[config.mk]
export PLATFORM = sky130hd
export DESIGN_NAME = selfcomp_leak_monitor
export DESIGN_NICKNAME = d
export VERILOG_FILES = /design/src/rtl/selfcomp_leak_monitor.sv
export SDC_FILE = /design/constraint.sdc
export NUM_CORES = 1
export LEC_CHECK = 0
export ABC_AREA = 1
export CAP_MARGIN = 20
export CORE_MARGIN = 2
export CORE_UTILIZATION = 54
export DETAILED_ROUTE_END_ITERATION = 8
export GPL_TIMING_DRIVEN = 0
export PLACE_DENSITY_LB_ADDON = 0.15
export SETUP_SLACK_MARGIN = 0.02
export SKIP_LAST_GASP = 1
export SLEW_MARGIN = 10
export SYNTH_ARGS = -nofsm -noshare
export SYNTH_HDL_FRONTEND = slang
export SYNTH_SLANG_ARGS = --single-unit
[constraint.sdc]
create_clock -name clock -period 2.9 [get_ports clock]
set_input_delay 0.725 -clock clock [delete_from_list [all_inputs] [get_ports clock]]
set_output_delay 0.725 -clock clock [all_outputs]
set_load 0.05 [all_outputs]
[src/rtl/selfcomp_leak_monitor.sv]
// selfcomp_leak_monitor
//   Watches N_CH self-composed copies of a design that all accepted the same
//   input transaction (start). It measures how long the first copy takes to
//   answer (latency) and how far apart the copies finish (skew). Any skew, or
//   a copy that never answers, is flagged as a timing leak. Results that
//   differ between copies are flagged as a result mismatch.
//
// Ports
//   clock            sole clock, rising edge
//   reset            asynchronous, active-low
//   start            transaction accepted by all copies (honoured in IDLE only)
//   clear            zeroes sticky flags and leak_count (a same-cycle set wins)
//   ch_valid         per-copy out_valid
//   ch_result        per-copy result, copy i at [i*DATA_W +: DATA_W]
//   out_ready        common ready to the copies (high while waiting)
//   init             one-cycle pulse on the first edge after reset release
//   busy             FSM not in IDLE
//   any_valid        OR of ch_valid
//   all_valid        AND of ch_valid
//   timing_leak      sticky, copies completed in different cycles
//   result_mismatch  sticky, copies produced different results
//   timed_out        sticky, a transaction was abandoned
//   timing_leak_done one-cycle pulse when a transaction concludes
//   latency          start to first valid, last transaction
//   skew             first valid to last valid, last transaction
//   leak_count       leaking transactions, saturating
//
// state      | meaning
// IDLE       | waiting for start
// WAIT_FIRST | counting latency until any copy answers
// WAIT_ALL   | counting skew until every copy has answered
// DONE       | one-cycle wrap-up, updates leak flag and count
module selfcomp_leak_monitor #(
  parameter int N_CH    = 2,
  parameter int DATA_W  = 128,
  parameter int CNT_W   = 8,
  parameter int TIMEOUT = 255
) (
  input  logic                   clock,
  input  logic                   reset,
  input  logic                   start,
  input  logic                   clear,
  input  logic [N_CH-1:0]        ch_valid,
  input  logic [N_CH*DATA_W-1:0] ch_result,
  output logic                   out_ready,
  output logic                   init,
  output logic                   busy,
  output logic                   any_valid,
  output logic                   all_valid,
  output logic                   timing_leak,
  output logic                   result_mismatch,
  output logic                   timed_out,
  output logic                   timing_leak_done,
  output logic [CNT_W-1:0]       latency,
  output logic [CNT_W-1:0]       skew,
  output logic [15:0]            leak_count
);

  typedef enum logic [1:0] {IDLE, WAIT_FIRST, WAIT_ALL, DONE} state_e;

  localparam logic [CNT_W-1:0] TO_CNT  = CNT_W'(TIMEOUT);
  localparam logic [CNT_W-1:0] CNT_MAX = '1;

  state_e            state_q;
  logic [CNT_W-1:0]  lat_q;
  logic [CNT_W-1:0]  skew_cnt_q;
  logic [CNT_W-1:0]  latency_q;
  logic [CNT_W-1:0]  skew_q;
  logic [N_CH-1:0]   seen_q;
  logic [DATA_W-1:0] ref_q;
  logic              started_q;
  logic              init_q;
  logic              busy_q;
  logic              ready_q;
  logic              done_q;
  logic              leak_pend_q;
  logic              leak_q;
  logic              mism_q;
  logic              to_q;
  logic [15:0]       leak_cnt_q;

  logic [CNT_W-1:0]  lat_inc;
  logic [CNT_W-1:0]  skew_inc;
  logic [N_CH-1:0]   seen_d;
  logic [N_CH-1:0]   new_valid;
  logic [DATA_W-1:0] first_res;
  logic              mism_first;
  logic              mism_new;
  logic [15:0]       leak_cnt_d;

  always_comb begin
    lat_inc   = (lat_q == CNT_MAX) ? lat_q : lat_q + CNT_W'(1);
    skew_inc  = (skew_cnt_q == CNT_MAX) ? skew_cnt_q : skew_cnt_q + CNT_W'(1);
    seen_d    = seen_q | ch_valid;
    new_valid = ch_valid & ~seen_q;

    // reference result comes from the lowest-index copy answering first
    first_res = '0;
    for (int i = N_CH - 1; i >= 0; i--) begin
      if (ch_valid[i]) first_res = ch_result[i*DATA_W +: DATA_W];
    end

    mism_first = 1'b0;
    mism_new   = 1'b0;
    for (int i = 0; i < N_CH; i++) begin
      if (ch_valid[i] && (ch_result[i*DATA_W +: DATA_W] != first_res)) mism_first = 1'b1;
      if (new_valid[i] && (ch_result[i*DATA_W +: DATA_W] != ref_q)) mism_new = 1'b1;
    end

    // a clear in the same cycle as a leak restarts the count at one
    if (clear) leak_cnt_d = 16'd1;
    else if (leak_cnt_q == 16'hFFFF) leak_cnt_d = leak_cnt_q;
    else leak_cnt_d = leak_cnt_q + 16'd1;
  end

  always_ff @(posedge clock or negedge reset) begin
    if (!reset) begin
      state_q     <= IDLE;
      lat_q       <= '0;
      skew_cnt_q  <= '0;
      latency_q   <= '0;
      skew_q      <= '0;
      seen_q      <= '0;
      ref_q       <= '0;
      started_q   <= 1'b0;
      init_q      <= 1'b0;
      busy_q      <= 1'b0;
      ready_q     <= 1'b0;
      done_q      <= 1'b0;
      leak_pend_q <= 1'b0;
      leak_q      <= 1'b0;
      mism_q      <= 1'b0;
      to_q        <= 1'b0;
      leak_cnt_q  <= '0;
    end else begin
      started_q <= 1'b1;
      init_q    <= ~started_q;
      done_q    <= 1'b0;

      // set conditions below are written later and therefore win over clear
      if (clear) begin
        leak_q     <= 1'b0;
        mism_q     <= 1'b0;
        to_q       <= 1'b0;
        leak_cnt_q <= '0;
      end

      case (state_q)
        IDLE: begin
          if (start) begin
            state_q <= WAIT_FIRST;
            lat_q   <= '0;
            seen_q  <= '0;
            busy_q  <= 1'b1;
            ready_q <= 1'b1;
          end
        end

        WAIT_FIRST: begin
          lat_q <= lat_inc;
          if (|ch_valid) begin
            latency_q <= lat_inc;
            seen_q    <= ch_valid;
            ref_q     <= first_res;
            if (mism_first) mism_q <= 1'b1;
            if (&ch_valid) begin
              state_q     <= DONE;
              skew_q      <= '0;
              leak_pend_q <= 1'b0;
              ready_q     <= 1'b0;
              done_q      <= 1'b1;
            end else begin
              state_q    <= WAIT_ALL;
              skew_cnt_q <= CNT_W'(1);
            end
          end else if (lat_inc == TO_CNT) begin
            // nobody answered: abandoned, but not a leak
            state_q     <= DONE;
            to_q        <= 1'b1;
            latency_q   <= lat_inc;
            skew_q      <= '0;
            leak_pend_q <= 1'b0;
            ready_q     <= 1'b0;
            done_q      <= 1'b1;
          end
        end

        WAIT_ALL: begin
          seen_q <= seen_d;
          if (mism_new) mism_q <= 1'b1;
          if (&seen_d) begin
            state_q     <= DONE;
            skew_q      <= skew_cnt_q;
            leak_pend_q <= 1'b1;
            ready_q     <= 1'b0;
            done_q      <= 1'b1;
          end else if (skew_cnt_q == TO_CNT) begin
            // some copies answered and others never did: a leak
            state_q     <= DONE;
            to_q        <= 1'b1;
            skew_q      <= skew_cnt_q;
            leak_pend_q <= 1'b1;
            ready_q     <= 1'b0;
            done_q      <= 1'b1;
          end else begin
            skew_cnt_q <= skew_inc;
          end
        end

        DONE: begin
          state_q <= IDLE;
          busy_q  <= 1'b0;
          if (leak_pend_q) begin
            leak_q     <= 1'b1;
            leak_cnt_q <= leak_cnt_d;
          end
        end

        default: begin
          state_q <= IDLE;
          busy_q  <= 1'b0;
          ready_q <= 1'b0;
        end
      endcase
    end
  end

  assign out_ready        = ready_q;
  assign init             = init_q;
  assign busy             = busy_q;
  assign any_valid        = |ch_valid;
  assign all_valid        = &ch_valid;
  assign timing_leak      = leak_q;
  assign result_mismatch  = mism_q;
  assign timed_out        = to_q;
  assign timing_leak_done = done_q;
  assign latency          = latency_q;
  assign skew             = skew_q;
  assign leak_count       = leak_cnt_q;

endmodule

Word level (Yosys, flattened, before mapping)
Cells that the tools add are included.
- reductions and logical operators: 22
- bitwise operators: 4
- equal/unequal tests: 20
- add/subtract/negate cells: 3
- mux-type cells: 68
- operator list (cell ; count):
    128-bit inequality test ; 4
    128-bit two-way mux ; 2
    8-bit two-way mux ; 13
    16-bit two-way mux ; 5
    8-bit one-hot mux with 2 select lines ; 3
    1-bit two-way mux ; 30
    8-bit equality test (second input constant) ; 3
    16-bit by 1-bit adder with 16-bit output (second input constant) ; 1
    8-bit by 1-bit adder with 8-bit output (second input constant) ; 2
    16-bit equality test (second input constant) ; 1
    2-bit two-way mux ; 7
    2-bit AND reduction ; 6
    2-bit inequality test (second input constant) ; 5
    1-bit one-hot mux with 2 select lines ; 5
    5-bit AND reduction ; 2
    3-bit inequality test (second input constant) ; 3
    2-bit one-hot mux with 4 select lines ; 1
    2-bit nonzero test ; 4
    2-bit one-hot mux with 3 select lines ; 1
    3-bit AND reduction ; 2
    2-bit equality test (second input constant) ; 2
    1-bit logical AND ; 4
    4-bit inequality test (second input constant) ; 1
    4-bit AND reduction ; 1
    other kinds (9) ; 9
- register bits after elaboration: 189
- input port bits: 262

Depth between registers and ports, before layout
- word-level depth: 9
- depth in mapped cells: 18
- depth with buffers taken out: 16

Worst setup path before layout
OpenSTA, ideal clock, no wires.
- path type: input port to output port
- start point: input port ch_valid[0]
- end point: output port any_valid
- slack: 0.430 ns
- arrival: 1.745 ns
- stages on the path: 6
- cell sequence: inv_2 > buf_2 > buf_6 > buf_2 > ha_1 > inv_1
- cells in the longest elaborated chain, start to end: 1
- ends and longest elaborated chain (element ; RTL line ; RTL):
    from (decl) ; 43 ; input logic [N_CH-1:0] ch_valid,
    2-bit OR reduction ; 231 ; assign any_valid = |ch_valid;
    to (decl) ; 48 ; output logic any_valid,
No other way between the ends.

Worst setup path in the final report
- start point: input port ch_valid[0]
- end point: register mism_q, in the netlist result_mismatch
- cells in the longest elaborated chain, start to end: 8
- elaborated cells on any way between the ends: 16
- classes of those cells: 2 x eq/ne; 9 x mux; 1 x bitwise; 4 x reduce/logical
- ends and longest elaborated chain (element ; RTL line ; RTL):
    128-bit two-way mux ; 100 ; if (ch_valid[i]) first_res = ch_result[i*DATA_W +: DATA_W];
    128-bit inequality test ; 106 ; if (ch_valid[i] && (ch_result[i*DATA_W +: DATA_W] != first_res)) mism_first = 1'b1;
    1-bit logical AND ; 106 ;
    1-bit two-way mux (2 in a row) ; 106 ;
    1-bit two-way mux ; 165 ; if (mism_first) mism_q <= 1'b1;
    1-bit two-way mux ; 161 ; if (|ch_valid) begin
    1-bit one-hot mux with 2 select lines (*) ; 148 ; case (state_q)
    to (signal assigned) ; 143 ; mism_q <= 1'b0;
    to (signal assigned) ; 165 ;
    to (signal assigned) ; 190 ; if (mism_new) mism_q <= 1'b1;
    to (decl) ; 78 ; logic mism_q;
Every way passes the cells marked *; elsewhere a longest branch is shown, timed or not.
A chain may end at the register's enable or synchronous reset.

==> reports/metrics.yaml <==
sta:
  fin_tns_setup_ns: -0.1003
  hold_viol: 0
  slew_viol_final: 0
  setup_slack_ns: -0.1003
  skew_ns: 0.01318
  worstMarginPinSlew_ns: 1.102
  finalCritPeriodShare: 1.035
  setup_viol: 1
  finalCriticalPeriod_ns: 3.000
  slew_headroom: 0.2655
  fmax_ghz: 0.3333
  rsz0062_at_grt: "true"
critical_path:
  startpoint_type: "input port"
  max_stage_delay_ns: 0.59
  cp_common_cell: "nand2_1"
  path_cells: "clkdlybuf4s15_2 -> inv_2 -> buf_4 -> clkbuf_1 -> o21ai_0 -> nand2_1 -> nand2_1 -> nor2_1 -> nand2_1 -> nor2_1 -> nand2_1 -> nor2_1 -> nand2_1 -> nand3_1 -> nand3_1 -> nand2_1 -> inv_1"
  worstReg2RegStart: "state_q[1]"
  cp_max_fo: 10
  crit_type: "input port to register"
  critical_path.slowest_cell: "clkbuf_1"
  cp_data_required_time_ns: 3.26
  rr_worst_depth: 8
  end_kind: "register"
  worstPathArrival_ns: 3.36
  crit_path_start: "ch_valid[0]"
synthesis:
  syn_avg_cell_area_um2: 5.966
  yosysTopAreaCellShare: 0.2918
  yosysMostFrequentCell: "nand2_1"
  synthFlopType: "dfrtp_1"
  ys_ff_latch: 189
  synth_area_um2: 16210
  yosysWarnings: 0
  synth_common_cells: "nand2_1, inv_1, nor2_1"
  synth_nets: 2988
  synth_top_area_cell: "dfrtp_1"
  yosysUniqueCellTypes: 39
  synth-edff-count: 0
  yosys-top-cells-area: "dfrtp_1, nand2_1, inv_1, xnor2_1, o21ai_0"
  synth-async-reset-ratio: 1.000
  ys_seq_area_frac: 0.2918
  syn_inst: 2717
die:
  ioPinCount: 303
  die_y_um: 177.3
  dieArea_um2: 31420
  start_util: 0.5484
  core.rowCount: 63
  dieWidth_um: 177.3
  core_um2: 29560
place:
  io_buffers: 302
  dpl.hpwl_mm: 48.07
  gp_congestion: 0.9747
clock_tree:
  root_buffer: "clkbuf_16"
  cts.reportedPaths.clkPinSlew_ns: 0.07
  cts.sinks: 189
  clock_latency_ns: 0.47
  ctsHoldBuffers: 0
  htreeDepth: 4
  cts_buffer_depth: 2
  postCtsResizedCells: 58
  numCtsBuffers: 17
  post-cts-setup-buffer-count: 0
  cts_tree: "yes"
status:
  failed_checks: "setup timing"
  status: "finished with violations"
global_routing:
  grt_pass1_wl_mm: 96.20
  grt-ovfl-total: 0
  antenna_found_initial: 10
  grt_pass1_vias: 18130
  grtUsageTotal: 0.4042
  grt_max_degree: 85
route:
  via_per_inst: 5.696
  antenna_left: 0
  wl_per_cell_um: 18.88
  totalWireLength_mm: 65.17
  vias: 19660
  first_iter_violations: 2353
  drc: 0
  dr.pass1.iters: 8
worst_hold_path:
  hold_class: "input port to asynchronous set/reset pin"
power_and_ir_drop:
  pwr_density_cell_nw_per_um2: 693.2
  ir_drop_uv: 480.3
  power.leakage_nw: 10.14
cells_and_area:
  synthToLayoutAreaGrowth_pct: 26.38
  layout-drive-gt1-share: 0.05044
  fin_nets: 3311
  final_util: 0.6930
job:
  cap_violations: 0
kinds of logic after synthesis:
kind of cell	Yosys count	synth area share
compound gates	382	0.1321
other cells	1	0.0002313
fa+ha+maj	9	0.006947
flops	189	0.2918
buf+inv	469	0.1125
xor+xnor	129	0.07017
simple gates	1538	0.3863
where the power goes:
| part | leakage (nW) | total, mW | switching, mW | internal (mW) |
|---|---|---|---|---|
| clock network | 0.278 | 2.54 | 1.23 | 1.31 |
| registers | 2.36 | 4.64 | 0.977 | 3.67 |
| logic | 7.50 | 7.02 | 4.35 | 2.67 |
worst paths after layout:
path	slack [ns]	to
max	-0.10	result_mismatch
min	0.17	leak_count[7]
max reg2reg	0.27	ref_q[94]
min reg2reg	0.39	init
max in group asynchronous	1.57	ref_q[80]
min in group clock	0.39	init
cell usage in the layout (no fill, tap or decap), drive strengths merged, types with 2 or more instances in the layout:
cell type / count
inv: 385
xor2: 5
nor2: 211
o21ai: 219
a31oi: 7
or2: 16
clkdlybuf4s50: 298
xnor2: 124
o22ai: 9
a21oi: 93
dfrtp: 189
nand3: 162
clkinv: 2
clkbuf: 66
o211ai: 23
nand2: 1074
ha: 9
o21bai: 27
diode: 9
bufinv: 2
nor3b: 2
nor3: 13
buf: 45
nand4: 60
clkinvlp: 5
cell type report:
cell class / instances / area, um2
antenna: 9 / 22.52
buffer: 89 / 476.7
clock buffer: 18 / 439.2
clock inverter: 14 / 157.7
fill: 2654 / 9075
inverter: 380 / 1426
multi-input combinational: 2059 / 9667
sequential: 189 / 4730
tap: 390 / 488.0
timing repair buffer: 304 / 3078
stage by stage:
step	instances	total power, mW	hold slack [ns]	area [um2]	setup slack (ns)
floorplan	2717	9.114	0.3702	16210	0.4298
global placement	3409	11.19	0.3817	19720	-7.611
detailed placement	3411	11.43	0.3924	19780	-1.616
CTS	3443	14.00	0.1899	20450	0.02620
global route	3449	15.09	0.2069	20480	-0.1192
finish	3452	14.20	0.1700	20480	-0.1003
state kept, by name, summed over array words and instances, names as in the netlist:
name and count:
result_mismatch 1, timing_leak 1, busy 1, leak_count 16
state_q 2, init 1, leak_pend_q 1, skew 8
timed_out 1, lat_q 8, latency 8, skew_cnt_q 8
started_q 1, seen_q 2, ref_q 128, out_ready 1
timing_leak_done 1
worst max-delay path, delay by kind of cell:
kind | cells | cell delay [ns]
AOI/OAI and AO/OA | 1 | 0.20
buffers and inverters | 5 | 1.16
and+or+nand+nor | 11 | 1.26
routing by layer:
metal	global-route usage	share of wire
met2	0.6291	0.44
met5	0	0.00017
met4	0.2268	0.054
met1	0.5242	0.38
met3	0.08247	0.13
Note: power is estimated with default switching activity, not from simulation.
